--- src/rtl/cargador_instrucciones.sv ---
// cargador_instrucciones: loads a program into instruction memory from a byte stream.
// Bytes arrive over a valid/ready handshake and are packed big-endian into 32-bit
// words, which are written to byte addresses 0, 4, 8, ... The CPU is held disabled
// while a load is in progress.
// Optional feature: define CARGADOR_CHECKSUM_EN to add a trailing checksum byte
// (8-bit wrap-around sum of all data bytes) that is compared into err_chk.
module cargador_instrucciones #(
    parameter int unsigned ADDR_W = 8
) (
    input  logic              clk,
    input  logic              rst_n,
    input  logic              start,
    input  logic [ADDR_W:0]   num_palabras,
    input  logic [7:0]        byte_in,
    input  logic              byte_valid,
    output logic              byte_ready,
    output logic              mem_wen,
    output logic [31:0]       mem_addr,
    output logic [31:0]       mem_dato,
    output logic              ocupado,
    output logic              listo,
    output logic              cpu_en,
    output logic              err_chk
);

    localparam int unsigned NW = ADDR_W + 1;
    localparam logic [ADDR_W:0] DEPTH = NW'(1) << ADDR_W;

`ifdef CARGADOR_CHECKSUM_EN
    typedef enum logic [2:0] {IDLE, RECV, WRITE, CHK, DONE} estado_t;
`else
    typedef enum logic [1:0] {IDLE, RECV, WRITE, DONE} estado_t;
`endif

    estado_t           estado;
    logic [ADDR_W:0]   n_lat;
    logic [ADDR_W-1:0] idx;
    logic [1:0]        nbyte;
    logic [23:0]       palabra;
`ifdef CARGADOR_CHECKSUM_EN
    logic [7:0]        suma;
`endif

    logic              acepta_c;
    logic              ultima_c;
    logic [ADDR_W:0]   n_sol_c;

    // Handshake, last-word detection and word-count clamp to memory depth
    assign acepta_c = byte_valid && byte_ready;
    assign ultima_c = (NW'(idx) + NW'(1)) == n_lat;
    assign n_sol_c  = (num_palabras > DEPTH) ? DEPTH : num_palabras;

`ifndef CARGADOR_CHECKSUM_EN
    assign err_chk = 1'b0;
`endif

    // Load FSM with registered outputs; mem_wen is a single-cycle strobe
    always_ff @(posedge clk or negedge rst_n) begin
        if (!rst_n) begin
            estado     <= IDLE;
            n_lat      <= '0;
            idx        <= '0;
            nbyte      <= '0;
            palabra    <= '0;
            byte_ready <= 1'b0;
            mem_wen    <= 1'b0;
            mem_addr   <= '0;
            mem_dato   <= '0;
            ocupado    <= 1'b0;
            listo      <= 1'b0;
            cpu_en     <= 1'b0;
`ifdef CARGADOR_CHECKSUM_EN
            suma       <= '0;
            err_chk    <= 1'b0;
`endif
        end else begin
            mem_wen <= 1'b0;
            case (estado)
                IDLE, DONE: begin
                    if (start) begin
                        n_lat  <= n_sol_c;
                        idx    <= '0;
                        nbyte  <= '0;
                        listo  <= 1'b0;
                        cpu_en <= 1'b0;
`ifdef CARGADOR_CHECKSUM_EN
                        suma    <= '0;
                        err_chk <= 1'b0;
`endif
                        if (n_sol_c == '0) begin
                            estado <= DONE;
                            listo  <= 1'b1;
                            cpu_en <= 1'b1;
                        end else begin
                            estado     <= RECV;
                            byte_ready <= 1'b1;
                            ocupado    <= 1'b1;
                        end
                    end
                end
                RECV: begin
                    if (acepta_c) begin
                        palabra <= {palabra[15:0], byte_in};
                        nbyte   <= nbyte + 2'd1;
`ifdef CARGADOR_CHECKSUM_EN
                        suma    <= suma + byte_in;
`endif
                        if (nbyte == 2'd3) begin
                            estado     <= WRITE;
                            byte_ready <= 1'b0;
                            mem_wen    <= 1'b1;
                            mem_addr   <= 32'({idx, 2'b00});
                            mem_dato   <= {palabra, byte_in};
                        end
                    end
                end
                WRITE: begin
                    idx <= idx + ADDR_W'(1);
                    if (ultima_c) begin
`ifdef CARGADOR_CHECKSUM_EN
                        estado     <= CHK;
                        byte_ready <= 1'b1;
`else
                        estado  <= DONE;
                        ocupado <= 1'b0;
                        listo   <= 1'b1;
                        cpu_en  <= 1'b1;
`endif
                    end else begin
                        estado     <= RECV;
                        byte_ready <= 1'b1;
                    end
                end
`ifdef CARGADOR_CHECKSUM_EN
                CHK: begin
                    if (acepta_c) begin
                        err_chk    <= (byte_in != suma);
                        estado     <= DONE;
                        byte_ready <= 1'b0;
                        ocupado    <= 1'b0;
                        listo      <= 1'b1;
                        cpu_en     <= 1'b1;
                    end
                end
`endif
                default: estado <= IDLE;
            endcase
        end
    end

endmodule
--- config.mk ---
export PLATFORM = sky130hd
export DESIGN_NAME = cargador_instrucciones
export DESIGN_NICKNAME = d
export VERILOG_FILES = /design/src/rtl/cargador_instrucciones.sv
export SDC_FILE = /design/constraint.sdc
export NUM_CORES = 1
export LEC_CHECK = 0
export CORE_ASPECT_RATIO = 1.5
export CORE_UTILIZATION = 35
export CTS_BUF_LIST = sky130_fd_sc_hd__clkbuf_2 sky130_fd_sc_hd__clkbuf_4 sky130_fd_sc_hd__clkbuf_8
export CTS_CLUSTER_DIAMETER = 150
export DETAILED_ROUTE_END_ITERATION = 12
export PLACE_DENSITY_LB_ADDON = 0.12
export SYNTH_ARGS = -nofsm -noshare
export SYNTH_HDL_FRONTEND = slang
export SYNTH_SLANG_ARGS = --single-unit
--- constraint.sdc ---
create_clock -name clk -period 2.6 [get_ports clk]
set_clock_uncertainty 0.15 [all_clocks]
set_input_delay 0.39 -clock clk [delete_from_list [all_inputs] [get_ports clk]]
set_output_delay 0.39 -clock clk [all_outputs]
set_load 0.01 [all_outputs]
==> results of run 1 <==
-- synth_stat cells, types with 4 or more instances --
| cell type | number |
|---|---|
| nand2_1 | 93 |
| clkbuf_1 | 11 |
| nor3_1 | 6 |
| mux2i_1 | 4 |
| xnor2_1 | 11 |
| nand3_1 | 8 |
| inv_1 | 6 |
| nand2b_1 | 9 |
| ha_1 | 5 |
| buf_4 | 28 |
| o21ai_0 | 15 |
| mux2_2 | 39 |
| a21oi_1 | 6 |
| nor2_1 | 7 |
| dfrtp_1 | 89 |
-- sequential cells by signal, summed over array words and instances (netlist names) --
signal and flops:
idx 8, cpu_en 1, byte_ready 1, mem_wen 1
mem_addr 8, estado 2, palabra 24, ocupado 1
n_lat 9, mem_dato 32, nbyte 2
-- per-layer routing --
| metal | up-vias | GRT usage, % | wire (um) |
|---|---|---|---|
| met4 | 0 | 6.61 | 152 |
| met2 | 66 | 25.2 | 4340 |
| li1 | 1342 | - | - |
| met5 | - | 0 | 0 |
| met1 | 1323 | 18.3 | 3340 |
| met3 | 9 | 3.47 | 246 |
-- kinds of logic after synthesis --
kind of cell | after synthesis | share of synthesized area [%]
AO/OA/AOI/OAI | 38 | 6.42
XOR/XNOR | 13 | 2.82
adder cells (fa/ha/maj) | 5 | 1.55
buffers and inverters | 47 | 6.98
flip-flops | 89 | 55.2
multiplexers | 43 | 11.9
other | 1 | 0.0930
AND/OR/NAND/NOR | 137 | 15.0
-- cell type report --
| type | instances | area, um^2 | area share (%) |
|---|---|---|---|
| Tap cell | 147 | 184 | 3.65 |
| Inverter | 6 | 22.5 | 0.447 |
| Clock inverter | 7 | 101 | 2.01 |
| Multi-Input combinational cell | 261 | 1620 | 32.1 |
| Clock buffer | 9 | 124 | 2.46 |
| Timing Repair Buffer | 77 | 766 | 15.2 |
| Sequential cell | 89 | 2230 | 44.2 |
-- what timing repair did --
action | in CTS | in global routing
gates resized for setup | 0 | 1
hold endpoints to repair | 43 | 0
buffers inserted | 0 | 2
hold buffers | 1 | 0
endpoints found under the setup margin | 0 | 1
-- per-stage QoR --
stage,cell area [um^2],util [%],hold WS (ns),worst slack (ns),cells
final,5040,45.4,0.329,0.226,596
after detailed placement,4790,43.1,0.285,0.189,577
after global placement,4790,43.1,0.279,0.242,577
after CTS,5030,45.2,0.336,0.174,594
after global routing,5040,45.4,0.347,0.0601,596
after floorplan,4120,-,-0.0556,0.429,397
-- worst max-delay path, cell delays in order (launching register included) --
cell and delay, ns:
dfrtp_1 0.45, ha_1 0.27, nand4_1 0.20, xnor2_1 0.22, o211ai_1 0.16, a2111oi_4 0.50
buf_4 0.18, nor3b_1 0.04, a21oi_1 0.12
-- power by group through the flow --
stage | clock [mW] | combinational, mW | sequential, mW
finish | 1.08 | 1.60 | 2.09
floorplan | 0 | 0.965 | 2.12
detailed placement | 0 | 1.63 | 2.13
CTS | 1.11 | 1.63 | 2.10
global route | 1.18 | 1.80 | 2.16
global placement | 0 | 1.59 | 2.11
-- path summary, 6_finish.rpt --
check | to
max | cpu_en$_DFFE_PN0P_
min | palabra[17]$_DFFE_PN0P_
max reg2reg | cpu_en$_DFFE_PN0P_
min reg2reg | palabra[17]$_DFFE_PN0P_
max in group asynchronous | mem_dato[4]$_DFFE_PN0P_
min in group asynchronous | palabra[20]$_DFFE_PN0P_
==> results.tsv, run 1 <==
stage	metric	value	unit
setup_path	startpoint types	register	
final_layout	commonest non-fill, non-tap cell in the layout	nand2_1	
cts	root buf cell	clkbuf_8	
yosys	Post-synth EDFFs	0	
final_layout	most frequent cells in the layout	nand2_1 (92), dfrtp_1 (88), clkdlybuf4s50_1 (64)	
floorplan	I/O pin count	91	
placed_design	gp weighted congestion	0.855	
final_layout	nets	470	
final_layout	layout cell share with drive strength beyond 1	16.9	%
power	maximum VDD drop	0.380	mV
yosys	dominant cell type by area after synthesis	dfrtp_1	
sta	Final Slew Violations	0	
sta	setup TNS	0	ns
placed_design	Post-DP HPWL	5740	um
yosys	Synth top area share	55.2	%
floorplan	Die Wd	89.6	um
sta	Slew @ Worst Pin	0.663	ns
power	power per cell area	946	nW/um^2
route	post-route ant nets	0	
route	Vias/cell	4.60	
power	Leak	2.39	nW
min_path	Hold Crit Class	reg -> reg	
outcome	status	finished, final reports clean	
route	first-pass detailed-route iteration total	4	
cts	htree depth	3	
yosys	YS warnings	0	
min_path	Min-Delay Startpoint	palabra[17]$_DFFE_PN0P_	
setup_path	CP Max Fanout	5	
setup_path	Reg2Reg Depth	8	
cts	# clock sinks	89	
placed_design	PortBufs	65	
yosys	Yosys reg bits	89	
setup_path	worst reg2reg startpoint	idx[1]$_DFFE_PN0P_	
route	DR vias	2740	
sta	Final Hold Viols	0	
power	power after layout	4.77	mW
yosys	Async S/R FF share, synth	100	%
sta	FMAX	0.421	GHz
floorplan	die area	12000	um^2
final_layout	# diodes	0	
cts	CTS Buf Count	9	
global_routing	initial antenna violation count	0	
sta	RSZ-0062 raised after global routing	no	
power	Clock Power Share	22.6	%
yosys	Synth area leaders	dfrtp_1 (55%), mux2_2 (11%), nand2_1 (8.7%)	
yosys	Synth Cell Area	4030	um^2
global_routing	first-pass GRT wire length	13600	um
cts	CTS clock-pin slew for the worst setup and hold paths	0.09	ns
yosys	number of distinct library cells after synthesis	44	
cts	clk buf depth	2	
sta	post-layout min period	2.37	ns
global_routing	pin count of the biggest net entering global routing	47	
setup_path	CP required	2.75	ns
global_routing	grt ovf	0	
sta	worst relative slew slack	55.7	%
yosys	post-synthesis sequential area ratio	55.2	%
sta	fin crit share	91.3	%
yosys	syn avg cell area	10.8	um^2
route	DRT Wirelength	8090	um
floorplan	core box area	11100	um^2
setup_path	crit end category	register	
setup_path	critical path startpoint	idx[1]$_DFFE_PN0P_	
final_layout	number of fill cells	1113	
power	Reg power frac	43.8	%
final_layout	P&R area growth vs syn	25.0	%
power	Cell Int Power	3.16	mW
route	DRC	0	
floorplan	Initial Utilization	36.3	%
global_routing	gr usage total	15.1	%
floorplan	number of placement rows	47	
power	Sw Pwr	1.61	mW
setup_path	FF-to-FF setup slack	0.23	ns
min_path	hold path cells	2	
global_routing	vias in the first global route	2697	
setup_path	CP arrival	2.52	ns
cts	CTS tree	yes	
floorplan	die height	133	um
route	routed len/inst	13.6	um
setup_path	Setup Crit Path Kind	reg -> reg	
cts	clock latency at the later pin of the worst-skew pair	0.37	ns
sta	endpoints failing setup	0	
route	initial DRC count	115	
flow_run	Max-Cap Viols	0	
power	Logic pwr share	33.5	%
yosys	Main synth FF type	dfrtp_1	
power	switching power share of the total	33.8	%
yosys	Post-Syn Instances	373	
No activity file was read; power rests on OpenSTA's default activity.
==> run 2: changes to the inputs <==
==> constraint.sdc (replaced) <==
create_clock -name clk -period 2.61 [get_ports clk]
set_clock_uncertainty 0.15 [all_clocks]
set_input_delay 0.3915 -clock clk [delete_from_list [all_inputs] [get_ports clk]]
set_output_delay 0.3915 -clock clk [all_outputs]
set_load 0.01 [all_outputs]
==> results.tsv, run 2 (same netlist as run 1, synthesis figures left out) <==
stage	metric	value	unit	change
cts	hold_buf cts	1		unchanged
power	Sw Pwr	1.59	mW	was 1.61 mW
power	switching power share of the total	33.0	%	was 33.8%
cts	CTS Buf Count	9		unchanged
route	initial DRC count	111		was 115
final_layout	P&R area growth vs syn	25.0	%	unchanged
setup_path	critical path startpoint	idx[0]$_DFFE_PN0P_		was idx[1]$_DFFE_PN0P_
setup_path	startpoint types	register		unchanged
sta	endpoints failing setup	0		unchanged
floorplan	die area	12000	um^2	unchanged
floorplan	Initial Utilization	36.3	%	unchanged
cts	clock latency at the later pin of the worst-skew pair	0.36	ns	was 0.37 ns
floorplan	Die Wd	89.6	um	unchanged
global_routing	GRT busiest layer	met2		unchanged
final_layout	# diodes	0		unchanged
floorplan	I/O pin count	91		unchanged
setup_path	CP required	2.71	ns	was 2.75 ns
sta	Slew @ Worst Pin	0.635	ns	was 0.663 ns
placed_design	Placed Cells	577		unchanged
setup_path	Slowest-stage cell, CP	a2111oi_4		unchanged
cts	CTS tree	yes		unchanged
floorplan	die height	133	um	unchanged
power	power per cell area	956	nW/um^2	was 946 nW/um^2
sta	Hold Slack	0.329	ns	about the same
sta	RSZ-0062 raised after global routing	no		unchanged
final_layout	register with the most flip-flops	mem_dato		unchanged
min_path	Min-Delay Startpoint	palabra[18]$_DFFE_PN0P_		was palabra[17]$_DFFE_PN0P_
route	post-route ant nets	0		unchanged
setup_path	critical-path cell list	ha_1, xor2_1, nor3_1, nand4_1, a2111oi_4, nand3_1, o2bb2ai_1		was ha_1, nand4_1, xnor2_1, o211ai_1, a2111oi_4, buf_4, nor3b_1, a21oi_1
sta	setup TNS	0	ns	unchanged
sta	fin crit share	91.5	%	was 91.3%
cts	clk buf depth	2		unchanged
flow_run	Max-Cap Viols	0		unchanged
sta	post-layout min period	2.39	ns	was 2.37 ns
placed_design	placed cell area	4790	um^2	unchanged
floorplan	core box area	11100	um^2	unchanged
route	DRC	0		unchanged
floorplan	number of placement rows	47		unchanged
final_layout	most frequent cells in the layout	nand2_1 (92), dfrtp_1 (89), clkdlybuf4s50_1 (64)		was nand2_1 (92), dfrtp_1 (88), clkdlybuf4s50_1 (64)
route	routed len/inst	13.6	um	about the same
cts	CTS clock-pin slew for the worst setup and hold paths	0.09	ns	about the same
cts	htree depth	3		unchanged
global_routing	met1 Use GR	17.5	%	was 18.3%
setup_path	worst reg2reg startpoint	idx[0]$_DFFE_PN0P_		was idx[1]$_DFFE_PN0P_
global_routing	initial antenna violation count	0		unchanged
sta	Final Slew Violations	0		unchanged
placed_design	gp weighted congestion	0.848		was 0.855
global_routing	met3 Use GR	3.97	%	was 3.47%
final_layout	number of flip-flops in the largest register	32		unchanged
cts	# clock sinks	89		unchanged
global_routing	met2 Use GR	25.3	%	was 25.2%
power	Clock Power Share	23.8	%	was 22.6%
sta	worst relative slew slack	57.6	%	was 55.7%
global_routing	gr usage total	14.9	%	was 15.1%
final_layout	commonest non-fill, non-tap cell in the layout	nand2_1		unchanged
cts	post-CTS resize count	0		unchanged
final_layout	nets	468		was 470
route	DR vias	2739		was 2740
sta	FMAX	0.419	GHz	was 0.421 GHz
setup_path	slowest stage delay, CP	0.50	ns	about the same
placed_design	Post-DP HPWL	5640	um	was 5740 um
power	power after layout	4.82	mW	was 4.77 mW
power	Cell Int Power	3.23	mW	was 3.16 mW
route	DRT Wirelength	8070	um	was 8090 um
power	maximum VDD drop	0.464	mV	was 0.380 mV
global_routing	grt ovf	0		unchanged
setup_path	CP arrival	2.49	ns	was 2.52 ns
final_layout	Largest regs	mem_dato (32), palabra (24), n_lat (9)		unchanged
final_layout	post-route cell area	5040	um^2	unchanged
cts	post-CTS setup repair buffer count	0		unchanged
setup_path	CP Max Fanout	7		was 5
global_routing	vias in the first global route	2651		was 2697
global_routing	first-pass GRT wire length	13400	um	was 13600 um
placed_design	PortBufs	65		unchanged
global_routing	pin count of the biggest net entering global routing	47		unchanged
power	Reg power frac	43.1	%	was 43.8%
setup_path	crit end category	register		unchanged
final_layout	Non-Filler Instances	594		was 596
setup_path	Setup Crit Path Kind	reg -> reg		unchanged
min_path	Hold Crit Class	reg -> reg		unchanged
route	Vias/cell	4.61		was 4.60
final_layout	layout cell share with drive strength beyond 1	16.3	%	was 16.9%
route	first-pass detailed-route iteration total	4		unchanged
sta	Final Hold Viols	0		unchanged
cts	root buf cell	clkbuf_8		unchanged
outcome	status	finished, final reports clean		unchanged
power	Logic pwr share	33.1	%	was 33.5%
power	Leak	2.40	nW	was 2.39 nW
==> run 2: per-layer routing <==
| layer | vias to the layer above | wire, um |
|---|---|---|
| met4 | 0 | 108 |
| met3 | 8 | 278 |
| li1 | 1333 | - |
| met2 | 60 | 4260 |
| met1 | 1338 | 3430 |
| met5 | - | 0 |
==> run 2: layout make-up <==
class	count	area, um^2
Clock inverter	7	118
Tap cell	147	184
Clock buffer	9	124
Multi-Input combinational cell	261	1620
Fill cell	1107	6070
Inverter	6	22.5
Sequential cell	89	2230
Timing Repair Buffer	75	751
==> run 2: final timing paths <==
check                                          endpoint  slack [ns]  cells past startpoint
min in group asynchronous            idx[4]$_DFFE_PN0P_        0.42                      2
worst min register to register  palabra[18]$_DFFE_PN0P_        0.33                      2
max in group asynchronous       palabra[17]$_DFFE_PN0P_        1.25                      3
worst min-delay path            palabra[18]$_DFFE_PN0P_        0.33                      2
worst max-delay path                ocupado$_DFFE_PN0P_        0.22                      7
worst max register to register      ocupado$_DFFE_PN0P_        0.22                      7
==> run 2: metrics by stage <==
step	utilization [%]	worst slack, ns
after floorplan	-	0.439
after global placement	43.1	0.261
after detailed placement	43.1	0.222
after CTS	45.4	0.213
after global routing	45.4	0.0272
final	45.4	0.223
==> run 2: critical path: cells and delay by family (launching register included) <==
kind	cells	cell delay (ns)
AND/OR/NAND/NOR	3	0.50
adder cells (fa/ha/maj)	1	0.35
flip-flops	1	0.47
XOR/XNOR	1	0.16
AO/OA/AOI/OAI	2	0.64
==> run 2: power groups by stage <==
stage / clock (mW) / sequential [mW] / combinational, mW
2_1_floorplan: 0 / 2.11 / 0.961
3_5_place_dp: 0 / 2.12 / 1.62
6_report: 1.15 / 2.08 / 1.60
3_3_place_gp: 0 / 2.10 / 1.59
5_1_grt: 1.23 / 2.14 / 1.78
4_1_cts: 1.18 / 2.09 / 1.63
==> run 3: changes to the inputs <==
--- a/config.mk
+++ b/config.mk
@@ -7,7 +7,6 @@
 export LEC_CHECK = 0
 export CORE_ASPECT_RATIO = 1.5
 export CORE_UTILIZATION = 35
-export CTS_BUF_LIST = sky130_fd_sc_hd__clkbuf_2 sky130_fd_sc_hd__clkbuf_4 sky130_fd_sc_hd__clkbuf_8
 export CTS_CLUSTER_DIAMETER = 150
 export DETAILED_ROUTE_END_ITERATION = 12
 export PLACE_DENSITY_LB_ADDON = 0.12
==> results.tsv, run 3 (same netlist as run 1, synthesis figures left out) <==
stage	metric	value	unit	change
outcome	status	finished, final reports clean		unchanged
global_routing	gr usage total	14.9	%	about the same
setup_path	CP Max Fanout	7		unchanged
final_layout	layout cell share with drive strength beyond 1	16.3	%	unchanged
setup_path	CP Capture Point	ocupado$_DFFE_PN0P_		unchanged
sta	post-layout min period	2.40	ns	was 2.39 ns
sta	RSZ-0062 raised after global routing	no		unchanged
final_layout	nets	468		unchanged
sta	Slew @ Worst Pin	0.645	ns	was 0.635 ns
floorplan	die height	133	um	unchanged
floorplan	core box area	11100	um^2	unchanged
final_layout	number of fill cells	1093		was 1107
power	Leak	2.45	nW	was 2.40 nW
cts	root buf cell	clkbuf_16		was clkbuf_8
global_routing	first-pass GRT wire length	13300	um	was 13400 um
sta	fin crit share	92.0	%	was 91.5%
final_layout	register area	2230	um^2	unchanged
placed_design	Post-DP HPWL	5640	um	unchanged
final_layout	register with the most flip-flops	mem_dato		unchanged
setup_path	crit end category	register		unchanged
route	DRC	0		unchanged
global_routing	initial antenna violation count	0		unchanged
final_layout	number of flip-flops in the largest register	32		unchanged
route	post-route ant nets	0		unchanged
cts	CTS Buf Count	9		unchanged
floorplan	Initial Utilization	36.3	%	unchanged
final_layout	most frequent cells in the layout	nand2_1 (92), dfrtp_1 (89), clkdlybuf4s50_1 (64)		unchanged
placed_design	PortBufs	65		unchanged
cts	htree depth	3		unchanged
power	power per cell area	1000	nW/um^2	was 956 nW/um^2
floorplan	I/O pin count	91		unchanged
sta	Final Hold Viols	0		unchanged
min_path	Hold Crit Class	reg -> reg		unchanged
route	DRT Wirelength	8020	um	was 8070 um
final_layout	Final Util	46.3	%	was 45.4%
setup_path	reg2reg end	ocupado$_DFFE_PN0P_		unchanged
setup_path	critical path startpoint	idx[0]$_DFFE_PN0P_		unchanged
setup_path	startpoint types	register		unchanged
sta	FMAX	0.417	GHz	was 0.419 GHz
placed_design	Placed Cells	577		unchanged
sta	setup TNS	0	ns	unchanged
sta	endpoints failing setup	0		unchanged
cts	CTS tree	yes		unchanged
setup_path	FF-to-FF setup slack	0.21	ns	was 0.22 ns
final_layout	commonest non-fill, non-tap cell in the layout	nand2_1		unchanged
route	Vias/cell	4.65		was 4.61
setup_path	CP arrival	2.48	ns	was 2.49 ns
route	routed len/inst	13.5	um	was 13.6 um
route	DR vias	2763		was 2739
route	initial DRC count	108		was 111
power	maximum VDD drop	0.424	mV	was 0.464 mV
setup_path	Setup Crit Path Kind	reg -> reg		unchanged
final_layout	P&R area growth vs syn	27.6	%	was 25.0%
final_layout	area taken by multi-input logic gates	1620	um^2	unchanged
setup_path	worst reg2reg startpoint	idx[0]$_DFFE_PN0P_		unchanged
floorplan	number of placement rows	47		unchanged
sta	worst relative slew slack	56.9	%	was 57.6%
global_routing	grt ovf	0		unchanged
floorplan	die area	12000	um^2	unchanged
global_routing	vias in the first global route	2672		was 2651
cts	clock latency at the later pin of the worst-skew pair	0.34	ns	was 0.36 ns
sta	Hold Slack	0.323	ns	was 0.329 ns
power	power after layout	5.15	mW	was 4.82 mW
route	first-pass detailed-route iteration total	4		unchanged
final_layout	# diodes	0		unchanged
final_layout	Largest regs	mem_dato (32), palabra (24), n_lat (9)		unchanged
placed_design	gp weighted congestion	0.848		unchanged
cts	clk buf depth	2		unchanged
cts	CTS clock-pin slew for the worst setup and hold paths	0.06	ns	was 0.09 ns
cts	# clock sinks	89		unchanged
flow_run	Max-Cap Viols	0		unchanged
floorplan	Die Wd	89.6	um	unchanged
cts	post-CTS resize count	0		unchanged
global_routing	pin count of the biggest net entering global routing	47		unchanged
final_layout	Non-Filler Instances	594		unchanged
setup_path	Reg2Reg Depth	7		unchanged
sta	Final Slew Violations	0		unchanged
setup_path	CP required	2.69	ns	was 2.71 ns
[run 3: through the flow]
stage | setup WS (ns) | area, um^2
CTS | 0.219 | 5140
floorplan | 0.439 | 4120
finish | 0.209 | 5140
global route | 0.0359 | 5140
detailed placement | 0.222 | 4790
global placement | 0.261 | 4790
[run 3: routing by layer]
metal	up-vias	part of all wire [%]	track usage, %
met4	0	2.0	6.53
met5	-	0	0
met1	1349	42	17.4
met3	13	3.7	3.59
met2	62	53	25.3
li1	1339	-	-
[run 3: what timing repair did]
action,CTS,global route
setup buffers,0,0
endpoints found under the setup margin,0,0
endpoints found under the hold margin,43,0
hold buffers,1,0
[run 3: area by class of cell]
cell class | count | area share (%)
Inverter | 6 | 0.438
Timing Repair Buffer | 75 | 14.6
Clock inverter | 7 | 2.29
Sequential cell | 89 | 43.3
Multi-Input combinational cell | 261 | 31.4
Tap cell | 147 | 3.58
Clock buffer | 9 | 4.38
[run 3: critical path, cell delays in order (launching register included)]
cell       delay (ns)
dfrtp_1          0.46
ha_1             0.35
xor2_1           0.17
nor3_1           0.20
nand4_1          0.19
a2111oi_4        0.50
nand3_1          0.13
o2bb2ai_1        0.14
[run 3: worst min-delay path by stage]
stage | from | endpoint | depth (start not counted)
after floorplan | rst_n | byte_ready$_DFFE_PN0P_ | 0
after global placement | rst_n | mem_dato[31]$_DFFE_PN0P_ | 1
after detailed placement | rst_n | mem_dato[31]$_DFFE_PN0P_ | 1
after CTS | palabra[19]$_DFFE_PN0P_ | palabra[19]$_DFFE_PN0P_ | 2
after global routing | palabra[20]$_DFFE_PN0P_ | palabra[20]$_DFFE_PN0P_ | 2
final | palabra[20]$_DFFE_PN0P_ | palabra[20]$_DFFE_PN0P_ | 2
[run 3: power by group]
group / internal [mW] / leakage (nW) / switching (mW)
combinational: 0.793 / 1.09 / 0.802
clock: 0.937 / 0.170 / 0.534
sequential: 1.80 / 1.19 / 0.277
